File: config.mk
export PLATFORM = sky130hd
export DESIGN_NAME = mem_arbiter
export DESIGN_NICKNAME = d
export VERILOG_FILES = /design/src/rtl/mem_arbiter_pkg.sv /design/src/rtl/mem_arbiter.sv
export SDC_FILE = /design/constraint.sdc
export NUM_CORES = 1
export LEC_CHECK = 0
export ABC_AREA = 1
export ABC_CLOCK_PERIOD_IN_PS = 1500
export CAP_MARGIN = 30
export CORE_ASPECT_RATIO = 1.1
export CORE_UTILIZATION = 37
export DETAILED_ROUTE_END_ITERATION = 8
export GPL_ROUTABILITY_DRIVEN = 0
export PLACE_DENSITY = 0.76
export SKIP_LAST_GASP = 1
export SYNTH_ARGS = -nofsm -noshare
export SYNTH_HDL_FRONTEND = slang
export SYNTH_SLANG_ARGS = --single-unit
File: constraint.sdc
create_clock -name clk -period 1.5 [get_ports clk]
set_clock_uncertainty 0.2 [all_clocks]
set_input_delay 0.3 -clock clk [delete_from_list [all_inputs] [get_ports clk]]
set_output_delay 0.3 -clock clk [all_outputs]
set_load 0.01 [all_outputs]
File: src/rtl/mem_arbiter_pkg.sv
// Shared type definitions for the memory arbiter slice.
// rv32i_types carries the machine word; arbiter_types carries the FSM and
// grant encodings used by mem_arbiter.

package rv32i_types;

  typedef logic [31:0] rv32i_word;

endpackage : rv32i_types

package arbiter_types;

  typedef enum logic [1:0] {
    IDLE    = 2'd0,
    SERVE_I = 2'd1,
    SERVE_D = 2'd2,
    RESP    = 2'd3
  } arb_state_t;

  typedef enum logic {
    GRANT_I = 1'b0,
    GRANT_D = 1'b1
  } arb_grant_t;

endpackage : arbiter_types

File: src/rtl/mem_arbiter.sv
// mem_arbiter: shares the single word-wide memory port between instruction
// fetch and load/store. Ties are broken round-robin. The winning request is
// latched at grant time, memory is driven only from those registers, and the
// winner receives a registered one-cycle response pulse.

module mem_arbiter
  import rv32i_types::*;
  import arbiter_types::*;
(
  input  logic       clk,
  input  logic       rst,

  input  logic       i_read,
  input  rv32i_word  i_address,
  output rv32i_word  i_rdata,
  output logic       i_resp,

  input  logic       d_read,
  input  logic       d_write,
  input  logic [3:0] d_byte_enable,
  input  rv32i_word  d_address,
  input  rv32i_word  d_wdata,
  output rv32i_word  d_rdata,
  output logic       d_resp,

  output logic       mem_read,
  output logic       mem_write,
  output logic [3:0] mem_byte_enable,
  output rv32i_word  mem_address,
  output rv32i_word  mem_wdata,
  input  rv32i_word  mem_rdata,
  input  logic       mem_resp
);

  arb_state_t state;
  arb_grant_t last_grant;
  arb_grant_t pick;
  logic       i_req;
  logic       d_req;
  logic       grant_fire;
  logic       serving;
  logic       mem_done;

  // Grant decision: a lone requester wins; on a tie the one not served last wins.
  always_comb begin
    i_req      = i_read;
    d_req      = d_read | d_write;
    grant_fire = (state == IDLE) && (i_req || d_req);
    serving    = (state == SERVE_I) || (state == SERVE_D);
    mem_done   = serving && mem_resp;
    pick       = GRANT_I;
    if (d_req && (!i_req || (last_grant == GRANT_I))) begin
      pick = GRANT_D;
    end
  end

  // Arbitration FSM and round-robin history.
  always_ff @(posedge clk) begin
    if (rst) begin
      state      <= IDLE;
      last_grant <= GRANT_D;
    end else begin
      case (state)
        IDLE: begin
          if (grant_fire) begin
            state      <= (pick == GRANT_I) ? SERVE_I : SERVE_D;
            last_grant <= pick;
          end
        end
        SERVE_I,
        SERVE_D: begin
          if (mem_resp) begin
            state <= RESP;
          end
        end
        RESP:    state <= IDLE;
        default: state <= IDLE;
      endcase
    end
  end

  // Memory-side request registers: loaded on grant, strobe cleared on mem_resp.
  // d_read together with d_write is taken as a write.
  always_ff @(posedge clk) begin
    if (rst) begin
      mem_read        <= 1'b0;
      mem_write       <= 1'b0;
      mem_byte_enable <= '0;
      mem_address     <= '0;
      mem_wdata       <= '0;
    end else if (grant_fire) begin
      if (pick == GRANT_I) begin
        mem_read        <= 1'b1;
        mem_write       <= 1'b0;
        mem_byte_enable <= 4'hF;
        mem_address     <= i_address;
        mem_wdata       <= '0;
      end else begin
        mem_read        <= ~d_write;
        mem_write       <= d_write;
        mem_byte_enable <= d_byte_enable;
        mem_address     <= d_address;
        mem_wdata       <= d_wdata;
      end
    end else if (mem_done) begin
      mem_read  <= 1'b0;
      mem_write <= 1'b0;
    end
  end

  // Response path: capture read data and pulse the winner's resp for one cycle.
  // Write completions leave d_rdata untouched.
  always_ff @(posedge clk) begin
    if (rst) begin
      i_resp  <= 1'b0;
      d_resp  <= 1'b0;
      i_rdata <= '0;
      d_rdata <= '0;
    end else begin
      i_resp <= mem_done && (state == SERVE_I);
      d_resp <= mem_done && (state == SERVE_D);
      if (mem_done && (state == SERVE_I)) begin
        i_rdata <= mem_rdata;
      end
      if (mem_done && (state == SERVE_D) && !mem_write) begin
        d_rdata <= mem_rdata;
      end
    end
  end

endmodule : mem_arbiter

==> impl_metrics.tcl <==
set metrics [dict create \
    status "finished with violations" \
    violations "negative setup slack" \
    clockBufferDepth 2 \
    path_class "reg -> reg" \
    period_share 1.12 \
    vias 6664 \
    antenna_cells 0 \
    cts_tree "yes" \
    powerDensity_mw_per_mm2 1740 \
    worstPathArrival_ns 1.82 \
    remaining_drc_errors 0 \
    yosysWarnings 0 \
    grt_pass1_vias 5953 \
    hpwlAfterDp_microns 12100 \
    rr_startpoint "state[1]" \
    yosys_register_bits 139 \
    whs_ns 0.229 \
    path_cells "inv_2, ha_4, nand2_4, inv_4, nand3_4, inv_8, buf_8, nor2_1, nor2_1" \
    htree_levels 4 \
    clk_pin_slew_ns 0.06 \
    grt_max_degree 66 \
    path_buf_inv 4 \
    drtAntennaViolNets 0 \
    critPathMaxStageDelay_ns 0.34 \
    cp_slowest_cell "dfxtp_2" \
    power_mw 18.4 \
    syn2layout_area_growth_pct 82.0 \
    gr-usage-all-layers 0.231 \
    crit_start "state[1]" \
    worst-path-stages 9 \
    cts_sinks 139 \
    final_cell_mix "205 x nor2_1, 139 x nand2_1, 135 x clkdlybuf4s50_1" \
    startpoint_type "register" \
    num_rows 47 \
    yosysSeqAreaShare 0.478 \
    worst_slew_pin_slew_ns 0.474 \
    r2r_cells 9 \
    yosysUniqueCellTypes 21 \
    synth_top_area_share 0.478 \
    drt-pass1-iter-count 5 \
    final_common_cell "nor2_1" \
    crit_top_cell "nor2_1" \
    r2r_slack_ns -0.17 \
    cts-root-buf "clkbuf_16" \
    drt_iter0_markers 417 \
    crit_family "buffers and inverters" \
    max_slew_margin 0.684 \
    wl_per_cell_microns 16.2 \
    p_leak_nw 4.92 \
    coreArea_sq_mm 0.0152 \
    crit_end "d_rdata[5]" \
    finalSetupViolCount 134 \
    fmax_mhz 598 \
    wirelength_microns 22100 \
    dieArea_sq_mm 0.0162 \
    die_x_microns 122 \
    worst_slack_ns -0.173 \
    ioPinCount 274 \
    clk_latency_ns 0.42 \
    rr_endpoint "d_rdata[5]" \
    syn-num-nets 981 \
    maxSlewViolCount 0 \
    rsz0062_at_grt "true" \
    final.min_clock_period_ns 1.67 \
    synth_largest_area_cell "dfxtp_1" \
    irDropWorstVdd_mv 0.935 \
    finalNetCount 1300 \
    crit_required_ns 1.65 \
    maxCapViolations 0 \
    syn_inst 840 \
    finalHoldViolCount 0 \
    syn_area_per_cell_sq_um 6.93 \
    numCtsBuffers 17 \
    layout-drive-gt1-share 0.358 \
    start_util 0.382 \
    via_per_inst 4.87 \
    grt_pass1_wl_microns 29200 \
    grt-ovfl-total 0 \
    die_h_microns 134 \
    cp-end-kind "register" \
    antenna_found_initial 1 \
    synth_area_sq_mm 0.00582 \
    portBuffers 273 \
    yosys-top-cells-area "dfxtp_1 48%, nor2_1 15%, nand2_1 12%" \
    holdCritPathClass "in -> reg" \
    path_max_fanout 7 \
]
==> cells by family (layout without fill, tap and decap cells) <==
| family | after synthesis | after routing | share of synthesized area |
|---|---|---|---|
| fa+ha+maj | 3 | 3 | 0.00645 |
| buf+inv | 133 | 463 | 0.109 |
| compound gates | 101 | 101 | 0.0894 |
| simple gates | 464 | 466 | 0.317 |
| flops | 139 | 139 | 0.478 |
==> state kept, by name, summed over array words and instances (netlist names) <==
name             flops
mem_read             1
mem_wdata           32
d_resp               1
mem_byte_enable      4
i_resp               1
state                2
d_rdata             32
mem_address         32
mem_write            1
last_grant           1
i_rdata             32
==> cells in the mapped netlist <==
library cell and count:
nand3_1 4, ha_1 3, o21ai_0 64, a21oi_1 34, buf_1 1, inv_1 78
nor2_1 239, dfxtp_1 139, nand4_1 32, inv_2 1, a21oi_4 1, nand2_2 3
o21ai_1 1, buf_6 11, clkbuf_1 18, nand3_2 1, buf_4 8, nand2_1 184
nor2_4 1, o21ai_2 1, buf_2 16
==> worst min path at each step <==
| stage | start | endpoint | slack [ns] | cells past startpoint |
|---|---|---|---|---|
| after floorplan | d_byte_enable[0] | mem_byte_enable[0] | 0.23 | 2 |
| after global placement | mem_wdata[21] | mem_wdata[21] | 0.25 | 2 |
| after detailed placement | mem_wdata[17] | mem_wdata[17] | 0.25 | 2 |
| after CTS | d_byte_enable[1] | mem_byte_enable[1] | 0.24 | 3 |
| after global routing | d_byte_enable[1] | mem_byte_enable[1] | 0.23 | 3 |
| final | d_byte_enable[1] | mem_byte_enable[1] | 0.23 | 3 |
==> through the flow <==
| step | setup slack, ns | cell area (sq um) | util | instances | setup TNS, ns |
|---|---|---|---|---|---|
| after floorplan | 0.00621 | 5880 | - | 840 | 0 |
| after global placement | -0.400 | 8890 | 0.584 | 1291 | -44.67 |
| after detailed placement | -0.479 | 8890 | 0.584 | 1291 | -48.56 |
| after CTS | -0.148 | 9850 | 0.647 | 1334 | -7.07 |
| after global routing | -0.241 | 10600 | 0.695 | 1368 | -18.74 |
| final | -0.173 | 10600 | 0.695 | 1368 | -10.06 |
==> per-layer routing <==
metal	track usage	share of wire	vias to the layer above
met5	0	0.00059	-
met1	0.251	0.37	3043
met4	0.0926	0.039	2
li1	-	-	3249
met2	0.408	0.52	303
met3	0.0741	0.073	67
==> worst register-to-register path: cells and delay by family, from the launching register on <==
family	cells	cell delay [ns]
buf+inv	4	0.41
simple gates	4	0.36
flops	1	0.34
fa+ha+maj	1	0.28
==> power by group <==
group	switching (mW)	leakage [nW]	internal, mW	total, mW
Sequential	0.512	1.15	4.66	5.17
Combinational	4.50	3.47	4.45	8.95
Clock	1.62	0.295	2.71	4.33
==> area by class of cell <==
class | count | area, sq um
multi-input combinational | 570 | 3090
fill | 1185 | 4640
timing repair buffer | 352 | 3520
tap | 196 | 245
clock buffer | 22 | 464
clock inverter | 10 | 139
sequential | 139 | 2820
inverter | 79 | 312
==> what timing repair did <==
action	CTS	global route
gates resized for setup	476	302
setup buffers	4	14
hold buffers	0	0
pin swaps	10	75
setup endpoints to repair	213	235
gates cloned	7	21
endpoints found under the hold margin	0	0
No activity file was read; power rests on OpenSTA's default activity.
